### src/rtl/fifo_rr_scheduler.sv
// rtl/fifo_rr_scheduler.sv - round-robin drain of NUM_QUEUES FIFOs onto one registered output stream
// Optional strict priority for queue 0 when FIFO_RR_SCHED_PRIO0_EN is defined.
module fifo_rr_scheduler #(
    parameter int DATA_WIDTH = 32,
    parameter int NUM_QUEUES = 4,
    parameter int BURST_LEN  = 4
) (
    input  logic                             clk,
    input  logic                             rst,
    input  logic [NUM_QUEUES-1:0]            q_empty,
    input  logic [NUM_QUEUES*DATA_WIDTH-1:0] q_data,
    output logic [NUM_QUEUES-1:0]            q_drop,
    output logic [DATA_WIDTH-1:0]            data_o,
    output logic                             valid_o,
    input  logic                             ready_i,
    output logic [NUM_QUEUES-1:0]            grant_o,
    output logic [$clog2(NUM_QUEUES)-1:0]    grant_id
);
    localparam int             PTR_W      = $clog2(NUM_QUEUES);
    localparam logic [PTR_W:0] NQ         = (PTR_W+1)'(NUM_QUEUES);
    localparam logic [7:0]     BURST_LAST = 8'(BURST_LEN - 1);

    typedef enum logic {IDLE, DRAIN} state_t;

    state_t                state, state_nxt;
    logic [PTR_W-1:0]      rr_ptr, ptr_nxt, pick, gid_nxt, ptr_inc, rot_ptr;
    logic [PTR_W:0]        idx, inc_w;
    logic [7:0]            burst_cnt, cnt_nxt;
    logic [NUM_QUEUES-1:0] grant_nxt;
    logic [DATA_WIDTH-1:0] data_nxt, head_data;
    logic                  valid_nxt, found, head_empty, load, prio_break;

    // First non-empty queue at or after rr_ptr, wrapping around.
    always_comb begin
        found = 1'b0;
        pick  = '0;
        idx   = '0;
        for (int k = 0; k < NUM_QUEUES; k++) begin
            idx = {1'b0, rr_ptr} + (PTR_W+1)'(k);
            if (idx >= NQ) begin
                idx = idx - NQ;
            end
            if (!found && !q_empty[idx[PTR_W-1:0]]) begin
                found = 1'b1;
                pick  = idx[PTR_W-1:0];
            end
        end
`ifdef FIFO_RR_SCHED_PRIO0_EN
        if (!q_empty[0]) begin
            found = 1'b1;
            pick  = '0;
        end
`endif
    end

    assign inc_w      = {1'b0, grant_id} + (PTR_W+1)'(1);
    assign ptr_inc    = (inc_w == NQ) ? '0 : inc_w[PTR_W-1:0];
    assign head_empty = q_empty[grant_id];
    assign head_data  = q_data[grant_id*DATA_WIDTH +: DATA_WIDTH];
    // Drops are suppressed during reset so a queue never loses a word the scheduler will discard.
    assign load       = (state == DRAIN) && !rst && (!valid_o || ready_i) && !head_empty;

`ifdef FIFO_RR_SCHED_PRIO0_EN
    assign prio_break = (state == DRAIN) && (grant_id != '0) && !q_empty[0] && (burst_cnt != '0);
    assign rot_ptr    = (grant_id == '0) ? rr_ptr : ptr_inc;
`else
    assign prio_break = 1'b0;
    assign rot_ptr    = ptr_inc;
`endif

    always_comb begin
        state_nxt = state;
        grant_nxt = grant_o;
        gid_nxt   = grant_id;
        ptr_nxt   = rr_ptr;
        cnt_nxt   = burst_cnt;
        data_nxt  = data_o;
        valid_nxt = valid_o && !ready_i;
        q_drop    = '0;
        case (state)
            IDLE: begin
                if (found) begin
                    state_nxt       = DRAIN;
                    grant_nxt       = '0;
                    grant_nxt[pick] = 1'b1;
                    gid_nxt         = pick;
                    cnt_nxt         = '0;
                end
            end
            DRAIN: begin
                if (load) begin
                    q_drop[grant_id] = 1'b1;
                    data_nxt         = head_data;
                    valid_nxt        = 1'b1;
                    cnt_nxt          = burst_cnt + 8'd1;
                end
                if (head_empty || (load && burst_cnt == BURST_LAST) || prio_break) begin
                    state_nxt = IDLE;
                    grant_nxt = '0;
                    ptr_nxt   = rot_ptr;
                end
            end
            default: state_nxt = IDLE;
        endcase
    end

    always_ff @(posedge clk) begin
        if (rst) begin
            state     <= IDLE;
            grant_o   <= '0;
            grant_id  <= '0;
            rr_ptr    <= '0;
            burst_cnt <= '0;
            data_o    <= '0;
            valid_o   <= 1'b0;
        end else begin
            state     <= state_nxt;
            grant_o   <= grant_nxt;
            grant_id  <= gid_nxt;
            rr_ptr    <= ptr_nxt;
            burst_cnt <= cnt_nxt;
            data_o    <= data_nxt;
            valid_o   <= valid_nxt;
        end
    end
endmodule

### config.mk
export PLATFORM = sky130hd
export DESIGN_NAME = fifo_rr_scheduler
export DESIGN_NICKNAME = d
export VERILOG_FILES = /design/src/rtl/fifo_rr_scheduler.sv
export SDC_FILE = /design/constraint.sdc
export NUM_CORES = 1
export LEC_CHECK = 0
export CORE_ASPECT_RATIO = 2
export CORE_MARGIN = 1
export CORE_UTILIZATION = 29
export CTS_BUF_LIST = sky130_fd_sc_hd__clkbuf_4 sky130_fd_sc_hd__clkbuf_8
export CTS_CLUSTER_SIZE = 8
export DETAILED_ROUTE_END_ITERATION = 8
export GPL_ROUTABILITY_DRIVEN = 0
export PLACE_DENSITY = 0.73
export SLEW_MARGIN = 25
export SYNTH_ARGS = -nofsm -noshare
export SYNTH_HDL_FRONTEND = slang
export SYNTH_SLANG_ARGS = --single-unit
### constraint.sdc
create_clock -name clk -period 3.4 [get_ports clk]
set_input_delay 0.68 -clock clk [delete_from_list [all_inputs] [get_ports clk]]
set_output_delay 0.68 -clock clk [all_outputs]
set_load 0.02 [all_outputs]
==> results of run 1 <==
[metal layers]
layer  up-vias  routed length (µm)  global-route usage [%]
met4         0                 368                    9.60
met2       132                5440                    36.7
li1       1434                   -                       -
met1      1428                3170                    19.7
met5         -                   0                       0
met3        25                 473                    3.34
[cells by family (layout without fill, tap and decap cells)]
group / after synthesis / in the layout / share of synthesized area (%)
AOI/OAI and AO/OA: 57 / 57 / 11.4
and+or+nand+nor: 120 / 120 / 19.2
muxes: 37 / 37 / 27.6
DFF: 50 / 50 / 35.3
buffers and inverters: 27 / 202 / 3.88
adders and majority gates: 6 / 6 / 2.65
[sequential cells by signal (all words and copies together) (netlist names)]
register and count:
burst_cnt 8, grant_o 4, state 1, rr_ptr 2
valid_o 1, data_o 32, grant_id 2
[per-stage QoR]
step	hold slack, ns	util (%)	power [W]	setup slack [ns]	setup TNS, ns
final	0.457	51.7	0.00151	0.233	0
after global routing	0.479	51.7	0.00159	0.127	0
after CTS	0.459	51.7	0.00153	0.241	0
after detailed placement	0.445	50.6	0.00111	-0.0244	-0.0745
after global placement	0.442	50.6	0.00110	-0.00986	-0.0340
after floorplan	0.452	-	0.000858	0.664	0
[power breakdown]
| part | switching (W) | internal [W] | total [W] |
|---|---|---|---|
| clock | 0.000199 | 0.000217 | 0.000416 |
| combinational | 0.000173 | 0.000286 | 0.000460 |
| sequential | 0.0000226 | 0.000612 | 0.000635 |
| total | 0.000395 | 0.00112 | 0.00151 |
[worst max-delay path by stage]
stage / start / to / slack (ns)
2_1_floorplan: grant_id[0]$_SDFFE_PP0P_ / q_drop[0] / 0.66
6_report: q_empty[3] / q_drop[3] / 0.23
5_1_grt: q_empty[0] / q_drop[2] / 0.13
3_5_place_dp: q_empty[0] / q_drop[3] / -0.02
3_3_place_gp: q_empty[3] / q_drop[0] / -0.01
4_1_cts: q_empty[3] / q_drop[3] / 0.24
[layout by cell type, fill, tap and decap left out, types with 2 or more instances in the layout]
master / instances
a21oi_1: 41
a41oi_1: 2
nor2_1: 3
nand2_1: 76
dfxtp_2: 2
o21ai_0: 5
clkbuf_8: 5
o32ai_1: 4
dlygate4sd2_1: 4
mux2i_1: 3
dfxtp_1: 48
clkdlybuf4s50_1: 172
or4_1: 2
mux4_2: 33
nor3_1: 2
ha_1: 6
nand2b_1: 7
and2_1: 4
clkinv_2: 2
nor2b_1: 5
buf_4: 14
inv_1: 2
or3_1: 3
nand3_1: 10
nand4_1: 4
o31ai_1: 2
[timing repair]
action | CTS | global route
setup endpoints to repair | 4 | 0
resized for setup | 4 | 0
hold endpoints to repair | 0 | 0
buffers inserted | 0 | 0
[worst register-to-register path: stages, from the launching register on]
cell	delay [ns]
dfxtp_2	0.49
mux4_2	0.57
buf_4	0.16
or3_1	0.51
or4_1	0.56
a21oi_1	0.14
[cell type report]
cell class,instances,area share (%)
Multi-Input combinational cell,220,35.5
Clock buffer,5,1.41
Clock inverter,3,0.820
Timing Repair Buffer,191,38.2
Tap cell,130,3.33
Inverter,3,0.231
Sequential cell,50,20.5
==> results by group, run 1 <==
Status
  – Outcome: finished, final reports clean

Worst hold path
  – Min-Delay Path Depth: 2
  – Hold Path Origin: data_o[12]$_SDFFE_PP0P_
  – Min-Delay Endpoint: data_o[12]$_SDFFE_PP0P_
  – HP Class: flip-flop to flip-flop

Setup path
  – Kind of critical path: input port to primary output
  – CP Capture Type: primary output
  – Worst r2r src: grant_id[0]$_SDFFE_PP0P_
  – CP Launch Type: input port
  – Worst path required time: 2.72 ns
  – Cell Chain, Critical Path: clkdlybuf4s50_1, mux4_2, nor3_2, buf_4, and2_1, dlygate4sd2_1
  – Critical path's top delay family: buffers and inverters
  – Reg2reg setup slack: 0.92 ns
  – Critical path depth in cells: 6
  – Worst reg2reg path depth: 5
  – Worst Path Arrival: 2.49 ns
  – WP buf/inv: 3
  – Crit path largest cell delay: 0.50 ns
  – Crit path max-delay cell type: mux4_2
  – Max FO, Critical Path: 6
  – Worst reg2reg path endpoint: burst_cnt[7]$_SDFFE_PP0P_

Die
  – Die height: 142 µm
  – Die Wd: 71.9 µm
  – Rows: 50
  – Core ar.: 9450 µm²
  – Die footprint: 10,200 µm²
  – IO Pins: 178
  – Starting Density: 30.0%

Layout
  – Post-route cell area: 4880 µm²
  – Area taken by multi-input logic gates: 1730 µm²
  – Finished Layout Cells: 602
  – N_diodes: 0
  – Area delta synth->final: 72.1%
  – Share of cells above drive strength 1: 12.7%
  – Nets: 612
  – Register Area: 1000 µm²
  – FILL cells: 868

Placed design
  – Placed cell count: 594
  – HPWL Detailed: 7620 µm
  – Area post-placement: 4780 µm²
  – Buffers on Ports: 177

STA
  – Slew headroom: 58.9%
  – Unrepaired setup endpoints after global routing: false
  – Tightest Pin Transition: 0.617 ns
  – Fin Clk Skew: 0.00641 ns
  – Fmax achieved: 0.316 GHz
  – Hold Vio Cnt, Final: 0
  – Final min period: 3.17 ns
  – Slew Limit Fails: 0
  – Setup Viol. Count Final: 0
  – Final worst-path cycle share: 93.1%

Power and ir drop
  – Leakage: 1.68 nW
  – Power Dens Cells: 309 nW/µm²
  – Maximum VDD drop: 181 µV

Clock tree
  – CTS Buffer Depth: 2
  – Clock slew at reported path FFs: 0.09 ns
  – Hold_buf cts: 0
  – Clock Sink Count: 50
  – CTS tree: done
  – TritonCTS Buffers: 5
  – Root buf cell: clkbuf_8
  – H-Tree Depth: 2
  – Clk_lat worst skew: 0.30 ns

Routing
  – DR iter-0 viols: 147
  – Drt wl/cell: 15.7 µm
  – Final wirelength: 9450 µm
  – Pre-antenna DRT Iters: 4
  – Post-DRT Antenna Nets: 0
  – DR vias/cell: 5.01
  – Residual DRC: 0
  – Vias: 3,019

Synthesis
  – Number of synthesized flops with an enable pin: 0
  – Sequential area share after synthesis: 35.3%
  – Top cell type's share of synthesized area: 35.3%
  – Largest area contributor in the netlist: dfxtp_1
  – Async SR Flop Fraction: 0%
  – Post-Syn Area: 2840 µm²
  – Synth area leaders: dfxtp_1, mux4_2, nand2_1, a21oi_1, ha_1
  – Unique masters post-synth: 32
  – Top cells by count, synth: nand2_1, dfxtp_1, a21oi_1, mux4_2, clkbuf_1
  – Synth warnings: 0
  – Synth Instances: 297
  – Post-Syn Area per Cell: 9.55 µm²
  – Most common cell in the netlist: nand2_1
  – Syn Nets: 438
  – Main synth FF type: dfxtp_1
  – Synth Register Bits: 50

Global route
  – Congestion Overflow GR: 0
  – Initial antenna violation count: 0
  – First-pass GRT wire length: 15,200 µm
  – Global Route Usage Sum: 19.4%
  – Number of global-route vias before repair: 3,175
  – Largest net degree at the start of global routing: 46

Run
  – Max_cap viols: 0
Note: power is estimated with default switching activity, not from simulation.
==> inputs of run 2 (changes only) <==
Settings changed: CTS_BUF_LIST sky130_fd_sc_hd__clkbuf_4 sky130_fd_sc_hd__clkbuf_8 to sky130_fd_sc_hd__clkbuf_4, HOLD_SLACK_MARGIN set to 0.06.
==> results by group, run 2 (synthesis results as in run 1) <==
Setup path
  – Worst Path Arrival: 2.47 ns (-0.02 ns)
  – Reg2reg setup slack: 0.91 ns (about the same)
  – Worst path required time: 2.72 ns (about the same)
  – Max FO, Critical Path: 6 (unchanged)
  – CP Launch Type: input port
  – CP Capture Type: primary output
  – Kind of critical path: input port to primary output

STA
  – Fmax achieved: 0.318 GHz (+0.67%)
  – Final worst-path cycle share: 92.5% (-0.62 points)
  – Unrepaired setup endpoints after global routing: false
  – Setup Viol. Count Final: 0 (unchanged)
  – Fin Clk Skew: 0.0125 ns (+0.00607 ns)
  – Slew Limit Fails: 0 (unchanged)
  – Final worst slack: 0.254 ns (+0.0209 ns)
  – Slew headroom: 58.9% (+0.067 points)
  – Final min period: 3.15 ns (-0.0209 ns)
  – Hold Vio Cnt, Final: 0 (unchanged)
  – Tightest Pin Transition: 0.616 ns (-0.00100 ns)

Power and ir drop
  – Maximum VDD drop: 174 µV (-3.9%)
  – Total chip power: 0.00144 W (-4.7%)
  – Leakage: 1.67 nW (-0.77%)
  – Power Dens Cells: 296 nW/µm² (-4.1%)

Clock tree
  – Clock Sink Count: 50 (unchanged)
  – TritonCTS Buffers: 5 (unchanged)
  – CTS Buffer Depth: 2 (unchanged)
  – Clk_lat worst skew: 0.37 ns (+0.07 ns)
  – CTS tree: done
  – Clock slew at reported path FFs: 0.14 ns (+0.05 ns)
  – Root buf cell: clkbuf_4
  – H-Tree Depth: 2 (unchanged)

Layout
  – Most frequent cells in the layout: clkdlybuf4s50_1, nand2_1, dfxtp_1
  – Post-route cell area: 4860 µm² (-0.59%)
  – Finished Layout Cells: 603 (+0.17%)
  – Most common cell after layout, fill and taps aside: clkdlybuf4s50_1
  – FILL cells: 874 (+0.69%)
  – Largest regs: data_o (32), burst_cnt (8), grant_o (4)
  – Share of cells above drive strength 1: 12.7% (unchanged)
  – Nets: 612 (unchanged)
  – Area delta synth->final: 71.1%
  – Max FFs per register: 32 (unchanged)
  – Biggest register: data_o

Placed design
  – Area post-placement: 4780 µm² (unchanged)
  – Buffers on Ports: 177 (unchanged)
  – Dpl ws: -0.0244 ns (unchanged)
  – Placed cell count: 594 (unchanged)
  – HPWL Detailed: 7620 µm (unchanged)

Routing
  – Pre-antenna DRT Iters: 4 (unchanged)
  – DR vias/cell: 5.01 (-0.17%)
  – DR iter-0 viols: 154 (+4.8%)
  – Vias: 3,019 (unchanged)
  – Residual DRC: 0 (unchanged)
  – Drt wl/cell: 15.6 µm (-0.92%)
  – Final wirelength: 9380 µm (-0.75%)
  – Post-DRT Antenna Nets: 0 (unchanged)

Die
  – Rows: 50 (unchanged)
  – IO Pins: 178 (unchanged)
  – Core ar.: 9450 µm² (unchanged)
  – Die Wd: 71.9 µm (unchanged)
  – Starting Density: 30.0% (unchanged)
  – Die footprint: 10,200 µm² (unchanged)
  – Die height: 142 µm (unchanged)

Run
  – Max_cap viols: 0 (unchanged)

Global route
  – Congestion Overflow GR: 0 (unchanged)
  – First-pass GRT wire length: 15,100 µm (-0.46%)
  – Largest net degree at the start of global routing: 46 (unchanged)
  – Initial antenna violation count: 1 (+1)
  – Number of global-route vias before repair: 3,160 (-0.47%)
  – Global Route Usage Sum: 19.2% (-0.12 points)

Worst hold path
  – HP Class: flip-flop to flip-flop

Status
  – Outcome: finished, final reports clean
[run 2: changes by cell type in the layout (fill, tap and decap cells not counted), sizes merged]
cell / change
diode: +1
[run 2: power breakdown]
part	leakage, nW	total, W	switching [W]	internal, W
combinational	1.22	0.000459	0.000173	0.000286
clock	0.0450	0.000345	0.000192	0.000153
sequential	0.407	0.000636	0.0000226	0.000613
[run 2: area by class of cell]
cell class | instances | area (µm²) | share of cell area, %
Sequential cell | 50 | 1000 | 20.7
Inverter | 3 | 11.3 | 0.232
Multi-Input combinational cell | 220 | 1730 | 35.7
Tap cell | 130 | 163 | 3.35
Antenna cell | 1 | 2.50 | 0.0515
Clock inverter | 3 | 40.0 | 0.825
Clock buffer | 5 | 37.5 | 0.773
Timing Repair Buffer | 191 | 1870 | 38.4
[run 2: final timing paths]
kind | cells past startpoint | from | end
setup / recovery | 6 | q_empty[3] | q_drop[3]
hold / removal | 2 | data_o[9]$_SDFFE_PP0P_ | data_o[9]$_SDFFE_PP0P_
setup reg to reg | 5 | grant_id[0]$_SDFFE_PP0P_ | burst_cnt[7]$_SDFFE_PP0P_
hold reg to reg | 2 | data_o[9]$_SDFFE_PP0P_ | data_o[9]$_SDFFE_PP0P_
[run 2: what timing repair did]
item	CTS	global route
endpoints found under the setup margin	4	0
endpoints found under the hold margin	0	0
hold buffers	0	0
resized for setup	4	0
buffers inserted	0	0
[run 2: worst max-delay path, cell delays in order]
cell             delay (ns)
clkdlybuf4s50_1        0.41
mux4_2                 0.50
nor3_2                 0.25
buf_4                  0.18
and2_1                 0.12
dlygate4sd2_1          0.32
[run 2: layer usage]
metal / global-route usage [%] / share of wire (%) / vias up
met5: 0 / 0 / -
met4: 9.18 / 3.2 / 0
met3: 3.34 / 4.7 / 19
met2: 36.4 / 58 / 130
met1: 19.7 / 34 / 1436
li1: - / - / 1434
[run 2: stage by stage]
step / setup TNS, ns / util (%) / hold slack (ns)
6_report: 0 / 51.4 / 0.464
5_1_grt: 0 / 51.4 / 0.485
4_1_cts: 0 / 51.4 / 0.465
3_5_place_dp: -0.0745 / 50.6 / 0.445
3_3_place_gp: -0.0340 / 50.6 / 0.442
2_1_floorplan: 0 / - / 0.452
==> inputs of run 3 (changes only) <==
Settings changed: CORE_UTILIZATION 29 to 25, PLACE_DENSITY 0.73 to 0.65.
==> results by group, run 3 (synthesis results as in run 1) <==
Die
  – Starting Density: 25.9% (-4.1 points)
  – Rows: 54 (+8.0%)
  – Die Wd: 77.3 µm (+7.5%)
  – Core ar.: 10,900 µm² (+16%)
  – IO Pins: 178 (unchanged)
  – Die footprint: 11,800 µm² (+16%)
  – Die height: 153 µm (+7.6%)

Layout
  – Share of cells above drive strength 1: 12.1% (-0.58 points)
  – Most common cell after layout, fill and taps aside: clkdlybuf4s50_1
  – Most frequent cells in the layout: clkdlybuf4s50_1, nand2_1, dfxtp_1
  – Largest regs: data_o (32), burst_cnt (8), grant_o (4)
  – Nets: 610 (-0.33%)
  – Area delta synth->final: 72.4%
  – Biggest register: data_o
  – FILL cells: 1,091 (+25%)
  – Final core occ: 44.7% (-6.7 points)
  – Max FFs per register: 32 (unchanged)

Clock tree
  – H-Tree Depth: 2 (unchanged)
  – Clock Sink Count: 50 (unchanged)
  – CTS Buffer Depth: 2 (unchanged)
  – Clock slew at reported path FFs: 0.15 ns (about the same)
  – TritonCTS Buffers: 5 (unchanged)
  – Setup Fix Bufs, Post-CTS: 0 (unchanged)
  – Clk_lat worst skew: 0.38 ns (about the same)
  – Root buf cell: clkbuf_4
  – CTS tree: done

Global route
  – First-pass GRT wire length: 14,900 µm (-0.91%)
  – Number of global-route vias before repair: 3,059 (-3.2%)
  – Initial antenna violation count: 1 (unchanged)
  – Global Route Usage Sum: 16.2% (-3.0 points)
  – Largest net degree at the start of global routing: 46 (unchanged)
  – Congestion Overflow GR: 0 (unchanged)
  – Grt met1 use: 15.6% (-4.1 points)
  – Met3 GRT Util: 3.35% (+0.015 points)
  – Grt met2 use: 31.8% (-4.7 points)
  – Global route hottest layer: met2

STA
  – Setup tns final: 0 ns (unchanged)
  – Slew headroom: 54.6% (-4.4 points)
  – Final hold slack: 0.463 ns (-0.00122 ns)
  – Fmax achieved: 0.335 GHz (+5.5%)
  – Final min period: 2.98 ns (-0.164 ns)
  – Hold Vio Cnt, Final: 0 (unchanged)
  – Setup Viol. Count Final: 0 (unchanged)
  – Tightest Pin Transition: 0.682 ns (+0.0658 ns)
  – Unrepaired setup endpoints after global routing: false
  – Final worst-path cycle share: 87.7% (-4.8 points)
  – Fin Clk Skew: 0.0147 ns (+0.00219 ns)
  – Slew Limit Fails: 0 (unchanged)

Placed design
  – HPWL Detailed: 7420 µm (-2.6%)
  – Buffers on Ports: 177 (unchanged)

Setup path
  – Worst path required time: 2.72 ns (about the same)
  – Crit path to: q_drop[2]
  – Reg2reg setup slack: 1.20 ns (+0.29 ns)
  – CP Capture Type: primary output
  – Worst r2r src: burst_cnt[0]$_SDFFE_PP0P_
  – Worst reg2reg path depth: 5 (unchanged)
  – Kind of critical path: input port to primary output
  – Worst Setup SP: q_empty[2]
  – Worst reg2reg path endpoint: rr_ptr[0]$_SDFFE_PP0P_
  – CP Launch Type: input port
  – Worst Path Arrival: 2.30 ns (-0.17 ns)
  – Max FO, Critical Path: 8 (+2)

Run
  – Max_cap viols: 0 (unchanged)

Routing
  – DR vias/cell: 4.91 (-1.8%)
  – Residual DRC: 0 (unchanged)
  – Pre-antenna DRT Iters: 5 (+1)
  – DR iter-0 viols: 188 (+22%)
  – Final wirelength: 9470 µm (+0.93%)
  – Drt wl/cell: 15.5 µm (-0.39%)
  – Post-DRT Antenna Nets: 0 (unchanged)
  – Vias: 3,003 (-0.53%)

Power and ir drop
  – Leakage: 1.72 nW (+3.1%)
  – Maximum VDD drop: 151 µV (-13%)
  – Power Dens Cells: 309 nW/µm² (+4.4%)

Worst hold path
  – HP Class: flip-flop to flip-flop

Status
  – Outcome: finished, final reports clean
==> run 3: cell types whose count changed in the layout (fill, tap and decap cells not counted), sizes merged <==
cell          before  now
buf               15   13
dlygate4sd2        4    0
clkinv             3    2
dlymetal6s2s       0    4
bufinv             1    2
==> run 3: how the worst min path moves through the flow <==
| stage | endpoint | startpoint | cells past startpoint | slack, ns |
|---|---|---|---|---|
| finish | data_o[10]$_SDFFE_PP0P_ | data_o[10]$_SDFFE_PP0P_ | 2 | 0.46 |
| global route | data_o[0]$_SDFFE_PP0P_ | data_o[0]$_SDFFE_PP0P_ | 2 | 0.48 |
| detailed placement | data_o[10]$_SDFFE_PP0P_ | data_o[10]$_SDFFE_PP0P_ | 2 | 0.45 |
| global placement | data_o[9]$_SDFFE_PP0P_ | data_o[9]$_SDFFE_PP0P_ | 2 | 0.44 |
| floorplan | burst_cnt[7]$_SDFFE_PP0P_ | burst_cnt[7]$_SDFFE_PP0P_ | 2 | 0.45 |
| CTS | data_o[10]$_SDFFE_PP0P_ | data_o[10]$_SDFFE_PP0P_ | 2 | 0.47 |
==> run 3: layer usage <==
layer  up-vias  share of wire (%)
met5         -                  0
met4         0                2.7
met3        17                6.3
met2       138                 57
met1      1419                 34
li1       1429                  -
==> run 3: area by class of cell <==
type | count | area, µm² | share of cell area, %
Antenna cell | 1 | 2.50 | 0.0512
Clock buffer | 5 | 37.5 | 0.767
Clock inverter | 3 | 63.8 | 1.30
Inverter | 3 | 11.3 | 0.230
Multi-Input combinational cell | 220 | 1730 | 35.4
Sequential cell | 50 | 1000 | 20.5
Tap cell | 140 | 175 | 3.58
Timing Repair Buffer | 189 | 1870 | 38.2
==> run 3: where the power goes <==
group / total (W) / internal (W) / switching [W]
Sequential: 0.000633 / 0.000613 / 0.0000200
Clock: 0.000423 / 0.000227 / 0.000196
Combinational: 0.000458 / 0.000284 / 0.000174
Total: 0.00151 / 0.00112 / 0.000390
==> run 3: stage by stage <==
step	instance area, µm²	setup slack (ns)	power, W	cells
global placement	4780	0.0355	0.00110	602
global route	4890	0.321	0.00159	611
CTS	4880	0.0149	0.00154	610
finish	4890	0.419	0.00151	611
floorplan	2840	0.664	0.000858	297
detailed placement	4780	0.0228	0.00111	602
==> run 3: what timing repair did <==
item / 4_1_cts / 5_1_grt
endpoints found under the setup margin: 0 / 4
hold buffers: 0 / 0
gates resized for setup: 0 / 4
==> run 3: critical path: stages <==
cell and delay [ns]:
clkdlybuf4s50_1 0.42, mux4_2 0.51, nor3_2 0.17, buf_4 0.17, and2_1 0.13, dlymetal6s2s_1 0.22
==> RTL edit 1: new RTL, settings of run 2 <==
`DATA_WIDTH`: 32 -> 16.
--- a/src/rtl/fifo_rr_scheduler.sv
+++ b/src/rtl/fifo_rr_scheduler.sv
@@ -2,5 +2,5 @@
 // Optional strict priority for queue 0 when FIFO_RR_SCHED_PRIO0_EN is defined.
 module fifo_rr_scheduler #(
-    parameter int DATA_WIDTH = 32,
+    parameter int DATA_WIDTH = 16,
     parameter int NUM_QUEUES = 4,
     parameter int BURST_LEN  = 4
Ports: changed (resized data_o and q_data); port bits go from 178 to 98. No check against the original RTL was run, so the function may have changed too.
==> RTL edit 1 against run 2 <==
Wire length is 40% lower. Power is 36% lower. Count of clock-buffer cells in the layout stayed put. Synthesized area is 32% lower. Final cell count is 36% lower. Final area is 37% lower. Sequential cell count is 16 lower. Setup slack better by 0.15 ns. Largest cell class is now multi-input combinational cells.
==> RTL edit 1: results (changes against run 2) <==
Layout
  • Largest registers: data_o: 16 flops, burst_cnt: 8 flops, grant_o: 4 flops (was data_o: 32 flops, burst_cnt: 8 flops, grant_o: 4 flops)
  • Ant diodes: 0 (was 1)
  • # nets final: 379 (was 612)
  • Share of cells above drive strength 1: 0.129 (was 0.127)

Place
  • HPWL after detailed placement: 4410 um (was 7620 um)
  • Post-Place Cell Area: 3010 sq um (was 4780 sq um)
  • I/O Buffers: 97 (was 177)
  • Placement Setup Slack: 0.0170 ns (was -0.0244 ns)

Outcome
  • Outcome: finished, final reports clean (unchanged)

Power
  • Sw frac: 0.285 (was 0.269)
  • Comb pwr share: 0.309 (was 0.319)
  • P_leak: 1.14 nW (was 1.67 nW)
  • Worst vdd ir: 0.134 mV (was 0.174 mV)
  • Clock power share: 0.226 (was 0.240)
  • Cell internal pwr: 0.663 mW (was 1.05 mW)

Synthesis
  • Seq/Total Area, Yosys: 0.353 (about the same)
  • Synth warnings: 0 (unchanged)
  • Commonest cells post-synth: nand2_1, dfxtp_1, a21oi_1, mux4_2, nor2_1 (was nand2_1, dfxtp_1, a21oi_1, mux4_2, clkbuf_1)
  • Distinct cell type count after synthesis: 37 (was 32)
  • Synth top area cells: dfxtp_1, mux4_2, nand2_1, a21oi_1, ha_1 (unchanged)
  • Synthesized netlist cell count: 201 (was 297)
  • Mapped Nets: 278 (was 438)

Min path
  • Hold WC Path Type: register to register (unchanged)

STA
  • Slew margin rel.: 0.724 (was 0.589)
  • Max Clock Skew: 0.00831 ns (was 0.0125 ns)

Worst setup path
  • Max stage delay on crit path: 0.52 ns (was 0.50 ns)
  • Crit Path Max Fanout: 5 (was 6)
  • Slowest CP cell: mux4_2 (unchanged)
  • CP Data Arrival Time: 2.32 ns (was 2.47 ns)
  • Worst path top cell family by delay: buffers and inverters (unchanged)

Clock network
  • Clock Path Buffers: 2 (unchanged)
  • Clock insertion delay at the later pin of the skew report: 0.34 ns (was 0.37 ns)
  • Setup bufs post-CTS: 0 (unchanged)
  • Htree depth: 2 (unchanged)
  • Num CTS Buffers: 5 (unchanged)
  • Root Buffer: clkbuf_4 (unchanged)
  • Clock Pin Slew Worst Setup and Hold Paths: 0.10 ns (was 0.14 ns)

Global route
  • Largest net degree at the start of global routing: 35 (was 46)
  • GRT Total Usage: 0.164 (was 0.192)
  • First-pass GRT wire length: 8640 um (was 15100 um)
  • Initial antenna violation count: 0 (was 1)

Detailed routing
  • Vias per std cell: 4.95 (was 5.01)
  • Via count: 1919 (was 3019)
  • First-iteration detailed-routing DRC count: 50 (was 154)
  • Drt pass-1 iters: 4 (unchanged)
  • Routed len/inst: 14.5 um (was 15.6 um)
-- RTL edit 1: cell count changes after synthesis, sizes merged, moves of 11 or more --
cell,change
dfxtp,-16
nor2,+11
a21oi,-22
clkbuf,-11
nand2,-37
mux4,-16
-- RTL edit 1: cell families after synthesis --
logic type | count (synthesis) | share of synthesized area
and+or+nand+nor | 87 | 0.229
DFF | 34 | 0.353
AOI/OAI and AO/OA | 30 | 0.0883
muxes | 21 | 0.220
buffers and inverters | 17 | 0.0435
xor gates and xnor gates | 6 | 0.0273
adders and majority gates | 6 | 0.0390
-- RTL edit 1: path summary, 6_finish.rpt --
check / slack, ns / startpoint / endpoint / cells after the start
worst max register to register: 1.13 / grant_id[0] / burst_cnt[7] / 6
worst min-delay path: 0.46 / data_o[5] / data_o[5] / 2
worst min register to register: 0.46 / data_o[5] / data_o[5] / 2
worst max-delay path: 0.40 / q_empty[3] / q_drop[2] / 5
-- RTL edit 1: metal layers --
layer	GRT usage	up-vias	wire [um]
met4	0.0837	0	179
met1	0.159	920	1920
met3	0.0242	14	199
met5	0	-	0
met2	0.319	68	3330
li1	-	917	-
-- RTL edit 1: repair_timing --
item	CTS	global route
endpoints found under the setup margin	0	4
resized for setup	0	4
hold buffers	0	0
-- RTL edit 1: final cells by class --
type | count | area, sq um
Timing Repair Buffer | 107 | 1060
Multi-Input combinational cell | 150 | 1160
Tap cell | 86 | 108
Clock buffer | 5 | 37.5
Inverter | 4 | 15.0
Sequential cell | 34 | 681
Fill cell | 627 | 3290
Clock inverter | 2 | 10.0
-- RTL edit 1: worst reg2reg max path, delay by kind of cell, from the launching register on --
kind          cells  cell delay [ns]
simple gates      3             0.90
mux               1             0.56
flops             1             0.40
buf+inv           1             0.17
xor+xnor          1             0.15
==> RTL edit 2: new RTL, flow settings as in run 2 <==
Without the edit above. One comparison of `burst_cnt` changes from == to >=.
--- a/src/rtl/fifo_rr_scheduler.sv
+++ b/src/rtl/fifo_rr_scheduler.sv
@@ -95,5 +95,5 @@
                     cnt_nxt          = burst_cnt + 8'd1;
                 end
-                if (head_empty || (load && burst_cnt == BURST_LAST) || prio_break) begin
+                if (head_empty || (load && burst_cnt >= BURST_LAST) || prio_break) begin
                     state_nxt = IDLE;
                     grant_nxt = '0;
Function: no difference found for any inputs over 4 cycles, from zero or initial values and one cycle with rst high; that may be too few to reach the edited logic, so the function may still have changed.
==> RTL edit 2 against run 2 <==
Sequential cell count unchanged. Count of clock-buffer cells in the layout up 1. Global-route usage decreased by 0.80 points. Setup slack better by 0.18 ns. Synthesized area is 1.7% higher. Worst hold slack is essentially flat. Final area increased by 0.67%. Largest power group unchanged. Wire length grew 0.76%. Critical path type unchanged. Power fell by 5.1%.
==> RTL edit 2: results (changes against run 2) <==
Worst setup path
  • Crit Path Max Fanout: 5 (was 6)
  • Max stage delay on crit path: 0.56 ns (was 0.50 ns)
  • R2R setup slack: 0.95 ns (was 0.91 ns)

Synthesis
  • Post-synthesis adder-cell area fraction: 0.0260 (was 0.0265)
  • Synth top area cells: dfxtp_1, mux4_2, nand2_1, a21oi_1, ha_1 (unchanged)
  • Mapped Nets: 441 (was 438)
  • Seq/Total Area, Yosys: 0.347 (was 0.353)
  • Distinct cell type count after synthesis: 37 (was 32)
  • Commonest cells post-synth: nand2_1, dfxtp_1, a21oi_1, mux4_2, clkbuf_1 (unchanged)

Layout
  • Footprint of the multi-input gates: 1790 sq um (was 1730 sq um)
  • Multi-input gates: 224 (was 220)
  • Finished Layout Cells: 606 (was 603)
  • Multi-input combinational area share: 0.367 (was 0.357)
  • Number of fillers in the final layout: 950 (was 874)
  • Non-clock buffer share: 0.380 (was 0.384)
  • Clock network share of area: 0.0110 (was 0.0160)
  • Nonclk buf count: 188 (was 191)

STA
  • Final Critical Period: 2.96 ns (was 3.15 ns)
  • Slew margin rel.: 0.546 (was 0.589)
  • Max Clock Skew: 0.0174 ns (was 0.0125 ns)

Global route
  • Largest net degree at the start of global routing: 49 (was 46)

Place
  • HPWL after detailed placement: 7420 um (was 7620 um)
  • Cell Count Post-Placement: 597 (was 594)
  • Placement Setup Slack: 0.0151 ns (was -0.0244 ns)

Clock network
  • # resized after CTS: 0 (was 4)

Outcome
  • Outcome: finished, final reports clean (unchanged)

Power
  • Clock distribution power: 0.273 mW (was 0.345 mW)
  • Clock power share: 0.200 (was 0.240)

Die
  • Row cnt: 51 (was 50)

Detailed routing
  • Routed WL: 9450 um (was 9380 um)
  • First-iteration detailed-routing DRC count: 124 (was 154)
-- RTL edit 2: cell types whose count changed after synthesis, sizes merged, moves of 2 or more --
cell    delta
nand3b     +4
nor4       +2
o21ai      +2
a32o       +2
nand4      -3
buf        -2
o32ai      -2
o41ai      +2
nand3      -5
nand2      -4
o311ai     +2
-- RTL edit 2: kinds of logic (layout without fill, tap and decap cells) --
group           after synthesis  after routing
flops                        50             50
buf+inv                      26            199
fa+ha+maj                     6              6
simple gates                115            115
compound gates               67             67
mux                          36             36
other cells                   0              1
-- RTL edit 2: per-layer routing --
metal,global-route usage,share of wire,vias to the layer above
met2,0.370,0.61,126
met4,0.0980,0.027,0
met3,0.0402,0.049,22
met1,0.160,0.31,1472
met5,0,0,-
li1,-,-,1452
-- RTL edit 2: path summary, 6_finish.rpt --
check	start	endpoint	cells after the start
max	q_empty[3]	q_drop[0]	5
min	data_o[21]	data_o[21]	2
max reg2reg	grant_id[0]	burst_cnt[3]	5
min reg2reg	data_o[21]	data_o[21]	2
